## src/rtl/ipd_pkg.sv

```systemverilog
// ipd_pkg -- shared definitions for the I-PD controller.
//   ipd_state_e : FSM state encoding (one cycle per state)
//   acc_width   : accumulator width derived from the data width
//   round_const : round-half-up constant 2^(F-1)
//   sat_add     : saturating add/subtract at a run-time accumulator width
// The helpers work on MAX_ACC_W-bit values so that one package serves any
// cant_bits up to 32. Callers sign-extend into, and size-cast out of, that width.
package ipd_pkg;

    localparam int MAX_ACC_W = 72;

    typedef enum logic [2:0] {
        ST_IDLE  = 3'd0,
        ST_DIFF  = 3'd1,
        ST_MUL_I = 3'd2,
        ST_MUL_P = 3'd3,
        ST_MUL_D = 3'd4,
        ST_OUT   = 3'd5
    } ipd_state_e;

    function automatic int acc_width(input int w);
        return (32'sd2 * w) + 32'sd4;
    endfunction

    function automatic logic signed [MAX_ACC_W-1:0] round_const(input int f);
        logic signed [MAX_ACC_W-1:0] one_v;
        one_v = {{(MAX_ACC_W-1){1'b0}}, 1'b1};
        return one_v <<< (f - 32'sd1);
    endfunction

    // a +/- b, clamped to the signed range of an acc_w-bit word (never wraps)
    function automatic logic signed [MAX_ACC_W-1:0] sat_add(
        input logic signed [MAX_ACC_W-1:0] a,
        input logic signed [MAX_ACC_W-1:0] b,
        input logic                        sub,
        input int                          acc_w
    );
        logic signed [MAX_ACC_W:0] one_v;
        logic signed [MAX_ACC_W:0] max_v;
        logic signed [MAX_ACC_W:0] min_v;
        logic signed [MAX_ACC_W:0] sum_v;
        one_v = {{MAX_ACC_W{1'b0}}, 1'b1};
        max_v = (one_v <<< (acc_w - 32'sd1)) - one_v;
        min_v = -(one_v <<< (acc_w - 32'sd1));
        if (sub) begin
            sum_v = {a[MAX_ACC_W-1], a} - {b[MAX_ACC_W-1], b};
        end else begin
            sum_v = {a[MAX_ACC_W-1], a} + {b[MAX_ACC_W-1], b};
        end
        if (sum_v > max_v) begin
            sum_v = max_v;
        end else if (sum_v < min_v) begin
            sum_v = min_v;
        end else begin
            sum_v = sum_v;
        end
        return sum_v[MAX_ACC_W-1:0];
    endfunction

endpackage

```

## src/rtl/ipd_mac.sv

```systemverilog
// ipd_mac -- shared multiply-accumulate unit of the I-PD controller.
// Purely combinational: acc_out = sat(acc_in +/- mul_a * mul_b).
// Ports:
//   mul_a   in  W      signed gain
//   mul_b   in  W+2    signed difference term (e, dy or d2y)
//   acc_in  in  ACC_W  current accumulator
//   sub_sel in  1      1 = subtract product, 0 = add product
//   acc_out out ACC_W  saturated result
module ipd_mac
    import ipd_pkg::*;
#(
    parameter int W     = 16,
    parameter int ACC_W = 36
) (
    input  logic signed [W-1:0]     mul_a,
    input  logic signed [W+1:0]     mul_b,
    input  logic signed [ACC_W-1:0] acc_in,
    input  logic                    sub_sel,
    output logic signed [ACC_W-1:0] acc_out
);

    logic signed [2*W+1:0]       prod_s;
    logic signed [MAX_ACC_W-1:0] acc_ext_s;
    logic signed [MAX_ACC_W-1:0] prod_ext_s;

    // full-precision product, both operands sign-extended, then saturating accumulate
    always_comb begin
        prod_s     = mul_a * mul_b;
        acc_ext_s  = {{(MAX_ACC_W-ACC_W){acc_in[ACC_W-1]}}, acc_in};
        prod_ext_s = {{(MAX_ACC_W-2*W-2){prod_s[2*W+1]}}, prod_s};
        acc_out    = ACC_W'(sat_add(acc_ext_s, prod_ext_s, sub_sel, ACC_W));
    end

endmodule

```

## src/rtl/ipd_ctrl_sat.sv

```systemverilog
// ipd_ctrl_sat -- discrete I-PD servo controller with saturating arithmetic.
// Integral acts on e = Ref - Pot; proportional and derivative act on the
// measurement only: u_acc += Ki*e - Kp*dy - Kd*d2y, one shared MAC, one
// product per cycle. Output is u_acc rounded half-up by F bits, clamped to W bits.
// Optional build macro: ANTI_WINDUP_EN -- when the output clamps, the
// integrator is reloaded with the clamped output so it cannot wind up.
// Ports:
//   Clk_G  in   clock, rising edge
//   Rst_G  in   asynchronous reset, active-high
//   Rx_En  in   one-cycle strobe, new Pot/Ref sample valid
//   Clr_St in   synchronous clear of integrator and history (idle only)
//   Pot    in   W  measured position (signed)
//   Ref    in   W  setpoint (signed)
//   Kp/Ki/Kd in W  gains, signed Q(W-F-1).F, stable while Busy
//   Yk     out  W  registered saturated command
//   Done   out  one-cycle pulse when Yk updates
//   Busy   out  high from accepted strobe until Done
//   Sat    out  high when the last Yk was clamped
module ipd_ctrl_sat
    import ipd_pkg::*;
#(
    parameter int cant_bits = 16,
    parameter int frac_bits = 8
) (
    input  logic                 Clk_G,
    input  logic                 Rst_G,
    input  logic                 Rx_En,
    input  logic                 Clr_St,
    input  logic [cant_bits-1:0] Pot,
    input  logic [cant_bits-1:0] Ref,
    input  logic [cant_bits-1:0] Kp,
    input  logic [cant_bits-1:0] Ki,
    input  logic [cant_bits-1:0] Kd,
    output logic [cant_bits-1:0] Yk,
    output logic                 Done,
    output logic                 Busy,
    output logic                 Sat
);

    localparam int W     = cant_bits;
    localparam int ACC_W = acc_width(cant_bits);
    localparam logic signed [ACC_W:0] ONE_C    = {{ACC_W{1'b0}}, 1'b1};
    localparam logic signed [ACC_W:0] YK_MAX_C = (ONE_C <<< (W - 32'sd1)) - ONE_C;
    localparam logic signed [ACC_W:0] YK_MIN_C = -(ONE_C <<< (W - 32'sd1));
    localparam logic signed [ACC_W:0] RND_C    = (ACC_W+1)'(round_const(frac_bits));

    ipd_state_e state_r;
    ipd_state_e state_nx_s;
    logic       accept_s;
    logic       clear_s;

    logic signed [W-1:0]     pot_lat_r;
    logic signed [W-1:0]     ref_lat_r;
    logic signed [W-1:0]     y1_r;
    logic signed [W-1:0]     y2_r;
    logic signed [W:0]       e_r;
    logic signed [W:0]       dy_r;
    logic signed [W+1:0]     d2y_r;
    logic signed [W:0]       e_s;
    logic signed [W:0]       dy_s;
    logic signed [W+1:0]     d2y_s;
    logic signed [ACC_W-1:0] u_acc_r;

    logic signed [W-1:0]     mul_a_s;
    logic signed [W+1:0]     mul_b_s;
    logic                    sub_sel_s;
    logic signed [ACC_W-1:0] mac_out_s;

    logic signed [ACC_W:0]   rnd_s;
    logic signed [ACC_W:0]   r_s;
    logic signed [W-1:0]     yk_clamp_s;
    logic                    clamped_s;

    logic [W-1:0] yk_r;
    logic         done_r;
    logic         busy_r;
    logic         sat_r;

    // FSM state register
    always_ff @(posedge Clk_G or posedge Rst_G) begin
        if (Rst_G) begin
            state_r <= ST_IDLE;
        end else begin
            state_r <= state_nx_s;
        end
    end

    // next state plus accept/clear decisions; OUT doubles as an accept slot
    // so back-to-back samples run at one per five cycles
    always_comb begin
        state_nx_s = state_r;
        accept_s   = 1'b0;
        clear_s    = 1'b0;
        case (state_r)
            ST_IDLE: begin
                if (Clr_St) begin
                    clear_s    = 1'b1;      // clear wins; a coincident strobe is dropped
                    state_nx_s = ST_IDLE;
                end else if (Rx_En) begin
                    accept_s   = 1'b1;
                    state_nx_s = ST_DIFF;
                end else begin
                    state_nx_s = ST_IDLE;
                end
            end
            ST_DIFF:  state_nx_s = ST_MUL_I;
            ST_MUL_I: state_nx_s = ST_MUL_P;
            ST_MUL_P: state_nx_s = ST_MUL_D;
            ST_MUL_D: state_nx_s = ST_OUT;
            ST_OUT: begin
                if (Rx_En) begin
                    accept_s   = 1'b1;
                    state_nx_s = ST_DIFF;
                end else begin
                    state_nx_s = ST_IDLE;
                end
            end
            default: state_nx_s = ST_IDLE;
        endcase
    end

    // latch the sample on an accepted strobe
    always_ff @(posedge Clk_G or posedge Rst_G) begin
        if (Rst_G) begin
            pot_lat_r <= {W{1'b0}};
            ref_lat_r <= {W{1'b0}};
        end else if (accept_s) begin
            pot_lat_r <= $signed(Pot);
            ref_lat_r <= $signed(Ref);
        end else begin
            pot_lat_r <= pot_lat_r;
            ref_lat_r <= ref_lat_r;
        end
    end

    // error and measurement differences, widened so they cannot overflow
    always_comb begin
        e_s   = {ref_lat_r[W-1], ref_lat_r} - {pot_lat_r[W-1], pot_lat_r};
        dy_s  = {pot_lat_r[W-1], pot_lat_r} - {y1_r[W-1], y1_r};
        d2y_s = {{2{pot_lat_r[W-1]}}, pot_lat_r}
              - ({{2{y1_r[W-1]}}, y1_r} <<< 1)
              + {{2{y2_r[W-1]}}, y2_r};
    end

    // difference registers, loaded in DIFF
    always_ff @(posedge Clk_G or posedge Rst_G) begin
        if (Rst_G) begin
            e_r   <= {(W+1){1'b0}};
            dy_r  <= {(W+1){1'b0}};
            d2y_r <= {(W+2){1'b0}};
        end else if (state_r == ST_DIFF) begin
            e_r   <= e_s;
            dy_r  <= dy_s;
            d2y_r <= d2y_s;
        end else begin
            e_r   <= e_r;
            dy_r  <= dy_r;
            d2y_r <= d2y_r;
        end
    end

    // MAC operand select: +Ki*e, -Kp*dy, -Kd*d2y
    always_comb begin
        mul_a_s   = {W{1'b0}};
        mul_b_s   = {(W+2){1'b0}};
        sub_sel_s = 1'b0;
        case (state_r)
            ST_MUL_I: begin
                mul_a_s   = $signed(Ki);
                mul_b_s   = {e_r[W], e_r};
                sub_sel_s = 1'b0;
            end
            ST_MUL_P: begin
                mul_a_s   = $signed(Kp);
                mul_b_s   = {dy_r[W], dy_r};
                sub_sel_s = 1'b1;
            end
            ST_MUL_D: begin
                mul_a_s   = $signed(Kd);
                mul_b_s   = d2y_r;
                sub_sel_s = 1'b1;
            end
            default: begin
                mul_a_s   = {W{1'b0}};
                mul_b_s   = {(W+2){1'b0}};
                sub_sel_s = 1'b0;
            end
        endcase
    end

    ipd_mac #(
        .W     (W),
        .ACC_W (ACC_W)
    ) u_mac (
        .mul_a   (mul_a_s),
        .mul_b   (mul_b_s),
        .acc_in  (u_acc_r),
        .sub_sel (sub_sel_s),
        .acc_out (mac_out_s)
    );

    // round half up by F bits, then clamp to the W-bit output range
    always_comb begin
        rnd_s = {u_acc_r[ACC_W-1], u_acc_r} + RND_C;
        r_s   = rnd_s >>> frac_bits;
        if (r_s > YK_MAX_C) begin
            yk_clamp_s = YK_MAX_C[W-1:0];
            clamped_s  = 1'b1;
        end else if (r_s < YK_MIN_C) begin
            yk_clamp_s = YK_MIN_C[W-1:0];
            clamped_s  = 1'b1;
        end else begin
            yk_clamp_s = r_s[W-1:0];
            clamped_s  = 1'b0;
        end
    end

`ifdef ANTI_WINDUP_EN
    logic signed [ACC_W-1:0] reload_s;

    // clamped output scaled back into accumulator format
    always_comb begin
        reload_s = {{(ACC_W-W){yk_clamp_s[W-1]}}, yk_clamp_s} <<< frac_bits;
    end
`endif

    // integrator: cleared, accumulated in the MUL states, optionally reloaded in OUT
    always_ff @(posedge Clk_G or posedge Rst_G) begin
        if (Rst_G) begin
            u_acc_r <= {ACC_W{1'b0}};
        end else if (clear_s) begin
            u_acc_r <= {ACC_W{1'b0}};
        end else if ((state_r == ST_MUL_I) || (state_r == ST_MUL_P) || (state_r == ST_MUL_D)) begin
            u_acc_r <= mac_out_s;
`ifdef ANTI_WINDUP_EN
        end else if ((state_r == ST_OUT) && clamped_s) begin
            u_acc_r <= reload_s;
`endif
        end else begin
            u_acc_r <= u_acc_r;
        end
    end

    // measurement history for the derivative terms
    always_ff @(posedge Clk_G or posedge Rst_G) begin
        if (Rst_G) begin
            y1_r <= {W{1'b0}};
            y2_r <= {W{1'b0}};
        end else if (clear_s) begin
            y1_r <= {W{1'b0}};
            y2_r <= {W{1'b0}};
        end else if (state_r == ST_OUT) begin
            y2_r <= y1_r;
            y1_r <= pot_lat_r;
        end else begin
            y1_r <= y1_r;
            y2_r <= y2_r;
        end
    end

    // registered outputs and handshake
    always_ff @(posedge Clk_G or posedge Rst_G) begin
        if (Rst_G) begin
            yk_r   <= {W{1'b0}};
            sat_r  <= 1'b0;
            done_r <= 1'b0;
            busy_r <= 1'b0;
        end else begin
            done_r <= (state_r == ST_OUT);
            if (state_r == ST_OUT) begin
                yk_r  <= yk_clamp_s;
                sat_r <= clamped_s;
            end else if (clear_s) begin
                yk_r  <= yk_r;
                sat_r <= 1'b0;
            end else begin
                yk_r  <= yk_r;
                sat_r <= sat_r;
            end
            if (accept_s) begin
                busy_r <= 1'b1;
            end else if (state_r == ST_OUT) begin
                busy_r <= 1'b0;
            end else begin
                busy_r <= busy_r;
            end
        end
    end

    assign Yk   = yk_r;
    assign Done = done_r;
    assign Busy = busy_r;
    assign Sat  = sat_r;

endmodule

```

## config.mk

```make
export PLATFORM = sky130hd
export DESIGN_NAME = ipd_ctrl_sat
export DESIGN_NICKNAME = d
export VERILOG_FILES = /design/src/rtl/ipd_pkg.sv /design/src/rtl/ipd_mac.sv /design/src/rtl/ipd_ctrl_sat.sv
export SDC_FILE = /design/constraint.sdc
export NUM_CORES = 1
export LEC_CHECK = 0
export CORE_MARGIN = 3
export CORE_UTILIZATION = 51
export DETAILED_ROUTE_END_ITERATION = 10
export PLACE_DENSITY = 0.69
export SYNTH_ARGS = -nofsm -noshare
export SYNTH_HDL_FRONTEND = slang
export SYNTH_HIERARCHICAL = 1
export SYNTH_SLANG_ARGS = --single-unit
```

## constraint.sdc

```tcl
create_clock -name Clk_G -period 15.7 [get_ports Clk_G]
set_input_delay 3.14 -clock Clk_G [delete_from_list [all_inputs] [get_ports Clk_G]]
set_output_delay 3.14 -clock Clk_G [all_outputs]
set_load 0.03 [all_outputs]
```

# Word-level counts from Yosys, hierarchy flattened
# Index checks and enable logic that the tools add are counted.
[op_classes] n_addsub=7 mul=1 n_lt_le_gt_ge=4 eq_ne=5 muxes=28 n_reduce_logical=7
[ops] op="36-bit two-way mux" n=4
[ops] op="16-bit two-way mux" n=6
[ops] op="73-bit by 36-bit > comparator with 1-bit output, second input constant" n=1
[ops] op="73-bit by 36-bit < comparator with 1-bit output, second input constant" n=1
[ops] op="73-bit two-way mux" n=1
[ops] op="18-bit case mux with 3 select lines" n=1
[ops] op="16-bit case mux with 3 select lines" n=1
[ops] op="36-bit by 34-bit adder with 37-bit output" n=1
[ops] op="36-bit by 9-bit adder with 37-bit output, second input constant" n=1
[ops] op="36-bit by 34-bit subtractor with 37-bit output" n=1
[ops] op="16-bit by 18-bit multiplier with 34-bit output" n=1
[ops] op="16-bit by 16-bit subtractor with 17-bit output" n=2
[ops] op="29-bit by 16-bit > comparator with 1-bit output, second input constant" n=1
[ops] op="29-bit by 16-bit < comparator with 1-bit output, second input constant" n=1
[ops] op="18-bit adder" n=1
[ops] op="3-bit case mux with 6 select lines" n=1
[ops] op="16-bit by 17-bit subtractor with 18-bit output" n=1
[ops] op="1-bit two-way mux" n=13
[ops] op="3-bit by 2-bit == test with 1-bit output, second input constant" n=2
[ops] op="3-bit == test, second input constant" n=2
[ops] op="2-bit nonzero test" n=3
[ops] op="3-bit by 1-bit == test with 1-bit output, second input constant" n=1
[ops] op="3-bit zero test" n=1
[ops] op="1-bit logical OR" n=2
[ops] op="other kinds (2)" n=2
[word_totals] reg_bits=174 out_inout_bits=19

# Logic depth before layout (Yosys ltp)
[depth] depth_word=10 mapped_depth=48

# By module
# The synthesis kept the hierarchy.
[modules_own_cells] mod="ipd_mac" instances=1 cells_each=1715 area_each_um2=14221.1 seq_area_each_um2=0.0
[modules_own_cells] mod="ipd_ctrl_sat" instances=1 cells_each=1273 area_each_um2=10817.9 seq_area_each_um2=4354.2

# Worst setup path before layout
# Ideal clock, no wire load.
[synth_path] kind="input to register" startpoint="input Kp[15]" endpoint="register u_acc_r[11]" setup_ns=0.078 arrival_ns=12.534 required_ns=15.622 setup_slack_ns=3.088 path_stages=38 path_buffers=3 path_cell_list="mux2i_1 o21ai_0 inv_1 clkbuf_1 nor2_1 fa_1 fa_1 fa_1 fa_1 fa_1 inv_1 fa_1 inv_1 ha_1 and3_1 nand3_1 a2bb2oi_1 o21ai_1 (+2 left out) nand4b_1 or4_4 nor3_1 nor2_1 xnor2_1 ha_1 clkbuf_1 a21o_1 a21oi_1 nor2b_1 a21oi_1 o311ai_1 nor2_1 mux2i_1 clkbuf_1 o21a_1 nand2_1 a21oi_1"
[synth_via] elab_chain_cells=9 word_cells_on_any_way=11
[synth_lines] element="start: declaration" line_no="ipd_ctrl_sat.sv:31" rtl="input logic [cant_bits-1:0] Kp,"
[synth_lines] element="16-bit case mux with 3 select lines *" line_no="ipd_ctrl_sat.sv:167" rtl="case (state_r)"
[synth_lines] element="net mul_a_s[15]" line_no="ipd_ctrl_sat.sv:64" rtl="logic signed [W-1:0] mul_a_s;"
[synth_lines] element="16-bit by 18-bit multiplier with 34-bit output *" line_no="ipd_mac.sv:28" rtl="prod_s = mul_a * mul_b;"
[synth_lines] element="36-bit by 34-bit adder with 37-bit output or 36-bit by 34-bit subtractor with 37-bit output (tied branches)" line_no="ipd_pkg.sv:48, ipd_pkg.sv:46"
[synth_lines] element="73-bit two-way mux *" line_no="ipd_pkg.sv:45" rtl="if (sub) begin"
[synth_lines] element="73-bit by 36-bit < comparator with 1-bit output" line_no="ipd_pkg.sv:52" rtl="end else if (sum_v < min_v) begin"
[synth_lines] element="36-bit two-way mux" line_no="ipd_pkg.sv:52"
[synth_lines] element="36-bit two-way mux *" line_no="ipd_pkg.sv:50" rtl="if (sum_v > max_v) begin"
[synth_lines] element="net mac_out_s[11]" line_no="ipd_ctrl_sat.sv:67" rtl="logic signed [ACC_W-1:0] mac_out_s;"
[synth_lines] element="36-bit two-way mux *" line_no="ipd_ctrl_sat.sv:233" rtl="end else if ((state_r == ST_MUL_I) || (state_r == ST_MUL_P) || (state_r == ST_MUL_D)) begin"
[synth_lines] element="36-bit two-way mux *" line_no="ipd_ctrl_sat.sv:231" rtl="end else if (clear_s) begin"
[synth_lines] element="end signal: assignment" line_no="ipd_ctrl_sat.sv:230" rtl="u_acc_r <= {ACC_W{1'b0}};"
[synth_lines] element="end signal: assignment" line_no="ipd_ctrl_sat.sv:232" rtl="u_acc_r <= {ACC_W{1'b0}};"
[synth_lines] element="end signal: assignment" line_no="ipd_ctrl_sat.sv:234" rtl="u_acc_r <= mac_out_s;"
[synth_lines] element="end: declaration" line_no="ipd_ctrl_sat.sv:62" rtl="logic signed [ACC_W-1:0] u_acc_r;"
# Mark *: on every way through the listed nets, which the timed path passes. The rest lies on a longest branch. The select of a mux whose other input is x is not followed.
# A chain may end at the register's enable or synchronous reset.

# Worst setup path after layout
[layout_path] startpoint="input Kp[15]" endpoint="register u_acc_r[25]"
# The elaborated chain is that of the path after synthesis.

==> run summary <==
Dominant delay contributor by cell family on the critical path - adder cells
Library cells used by synthesis - 78
Part of the cycle the worst path needs - 86.4%
Max-cap violations - 0
Worst setup timing slack at the placement stage - 1.76 ns
Fraction of layout cells with a size suffix above 1 - 4.79%
Post-synthesis register bit count - 174
Detailed route wirelength on metal2 - 32300 um
Via count of the first global-routing pass - 20.8k
Synth Warn # - 6
Actual slew at the worst max-slew pin - 1.16 ns
Number of hold buffers added after cts - 0
Post-route clock skew - 0.0136 ns
Insertion delay to the later sink of the worst-skew pair - 0.45 ns
Routed wl met3 - 3490 um
Slack of the critical path - 2.13 ns
Area added between synthesis and finish - 9.47%
Gr ovfl total - 0
Gate count of the mapped netlist - 2988
Initial core utilization - 52.0%
Root Driver - clkbuf_16
Number of clock buffers inserted by TritonCTS - 17
Total count of max-transition violations in the final report - 0
Number of design-rule violations left by the first detailed-router iteration - 1323
Sequential-to-total area share from yosys stat - 17.4%
Area fraction in and, or, nand and nor cells after synthesis - 18.1%
Worst Setup End Kind - register
Per-cell routed wire length - 17.5 um
Wire length after detailed routing - 64800 um
Run status - finished, final reports clean
Adder-cell share of the synthesized area - 33.5%
Core region area - 48100 um2
Hold Fails Final Rpt - 0
Area fraction in compound gates after synthesis - 14.5%
Antenna violations before repair - 0
Min Clock Period, post-route - 13.57 ns
Total clock sinks - 174
Critical path required time - 16.07 ns
WP data arrival - 13.93 ns
Io pins - 103
Top cell by count, worst path - fa_1
Number of optimization iterations in the first detailed-route pass - 7
Fraction of synthesized cell area in xor and xnor cells - 5.11%
Vias per cell - 5.54
Aggregate negative setup slack - 0 ns
Weighted congestion reported at the end of routability-driven placement - 0.875
Worst Hold Class - reg -> reg
Normalized max-slew margin - 22.5%
Most common cell after layout, fill and taps aside - inv_1
Max FO, Critical Path - 24
Synth Area per Inst - 8.38 um2
Core Rows - 80
Count of flip-flops with a built-in enable after synthesis - 0
Die Y-Extent - 228 um
Die width - 228 um
Post-CTS sizing - 0
Netlist area before placement - 25000 um2
Deepest clock path buffer count - 2
Deepest level of the CTS H-tree - 4
Clock tree from TritonCTS - built
Max layer used - met4
Routed metal-1 wire length - 27400 um
Total nets after synthesis - 3554
Reg clk slew, reported paths - 0.07 ns
Combinational family with the most area after synthesis - adder cells
Number of nets with antenna violations after detailed routing - 0
DRC violation count after routing - 0
Fraction of synthesis flops using an asynchronous set or reset pin - 100%
Most frequent cells in the layout - inv_1, nand2_1, fa_1, dfrtp_1, ha_1
Maximum number of pins on one net before global-route repair - 102
Nets - 3599
Number of buffer and inverter instances along the worst setup path - 7
Die outline area - 51800 um2
Total number of vias - 20.5k
Count of buffers added by post-CTS timing repair for setup - 0
Share of synthesized area spent on multiplexers - 2.49%
Final antenna diode count - 0
IO buf count - 102
Total routing usage reported by global routing - 25.6%
Filler cell count in the final layout - 4331
Element type at the critical path start - primary input
Count of final setup violators - 0
Critical path class - in -> reg
Top_reg_cell synth - dfrtp_1
RSZ-0062 raised after global routing - no
Fmax - 73.7 MHz
Crit path largest cell delay - 0.56 ns
Post-detail-place hpwl - 51200 um
Slowest stage cell, crit path - fa_1
First-pass GRT wire length - 106000 um
[through the flow]
stage / util (%) / instance area [um2] / instances / hold WS, ns
floorplan: - / 25000 / 2988 / 0.443
global placement: 55.7 / 26800 / 3670 / 0.461
detailed placement: 55.7 / 26800 / 3670 / 0.468
CTS: 56.9 / 27400 / 3702 / 0.485
global route: 56.9 / 27400 / 3702 / 0.502
finish: 56.9 / 27400 / 3702 / 0.480
[kinds of logic (layout without fill, tap and decap cells)]
kind of cell,after synthesis,after routing
compound gates,573,573
xor+xnor,146,146
fa+ha+maj,486,486
buf+inv,585,643
flops,174,174
mux,60,60
simple gates,964,964
[path summary, 6_finish.rpt]
check	start	end	slack [ns]	cells past startpoint
max in group asynchronous	Rst_G	dy_r[13]	10.88	3
setup / recovery	Kp[15]	u_acc_r[25]	2.13	39
hold / removal	dy_r[9]	dy_r[9]	0.48	2
setup reg to reg	state_r[2]	u_acc_r[25]	3.69	39
hold reg to reg	dy_r[9]	dy_r[9]	0.48	2
min in group asynchronous	Rst_G	Yk[9]	3.27	2
[worst min-delay path, delay by kind of cell (launching register included)]
family / cells / cell delay (ns)
flops: 1 / 0.34
simple gates: 1 / 0.05
compound gates: 1 / 0.05
[registers in the layout, indices dropped and copies added (netlist names)]
signal     cells
ref_lat_r     16
e_r           17
Yk            16
Done           1
y1_r          16
pot_lat_r     16
u_acc_r       36
Busy           1
y2_r          16
Sat            1
state_r        3
d2y_r         18
dy_r          17
[per-layer routing]
| metal | track usage [%] | vias up |
|---|---|---|
| li1 | - | 9756 |
| met1 | 34.1 | 10104 |
| met2 | 43.8 | 563 |
| met3 | 3.25 | 92 |
| met4 | 8.00 | 0 |
| met5 | 0 | - |
[layout make-up]
| cell class | instances | area [um2] | share of cell area, % |
|---|---|---|---|
| sequential | 174 | 4360 | 15.9 |
| inverter | 462 | 1740 | 6.35 |
| timing repair buffer | 149 | 1400 | 5.10 |
| multi-input combinational | 2229 | 18500 | 67.5 |
| clock buffer | 18 | 429 | 1.57 |
| clock inverter | 14 | 156 | 0.571 |
| tap | 656 | 821 | 2.99 |
[cells in the mapped netlist (11+ instances only)]
library cell	instances	area share (%)
mux2i_1	42	1.7
o21ai_0	145	2.9
nor2_1	125	1.9
nand2_1	461	6.9
nand3_1	40	0.80
nand2b_1	26	0.65
or3_1	15	0.37
o31ai_1	13	0.39
and3_1	19	0.47
xor2_1	56	2.0
ha_1	173	8.6
o21a_1	52	1.6
a21o_1	48	1.4
inv_1	462	6.9
o211ai_1	11	0.33
nor3_1	44	0.88
dfrtp_1	174	17
nor2b_1	17	0.42
a21oi_1	172	3.4
a31oi_1	22	0.55
a211oi_1	18	0.54
nor3b_1	11	0.33
nand4_1	14	0.35
clkbuf_1	105	1.6
xnor2_1	90	3.1
and2_1	146	3.6
mux2_2	18	0.81
fa_1	309	25
Power is not shown: default switching activity piles up to over one toggle a cycle in this logic, so the estimate is an artifact.
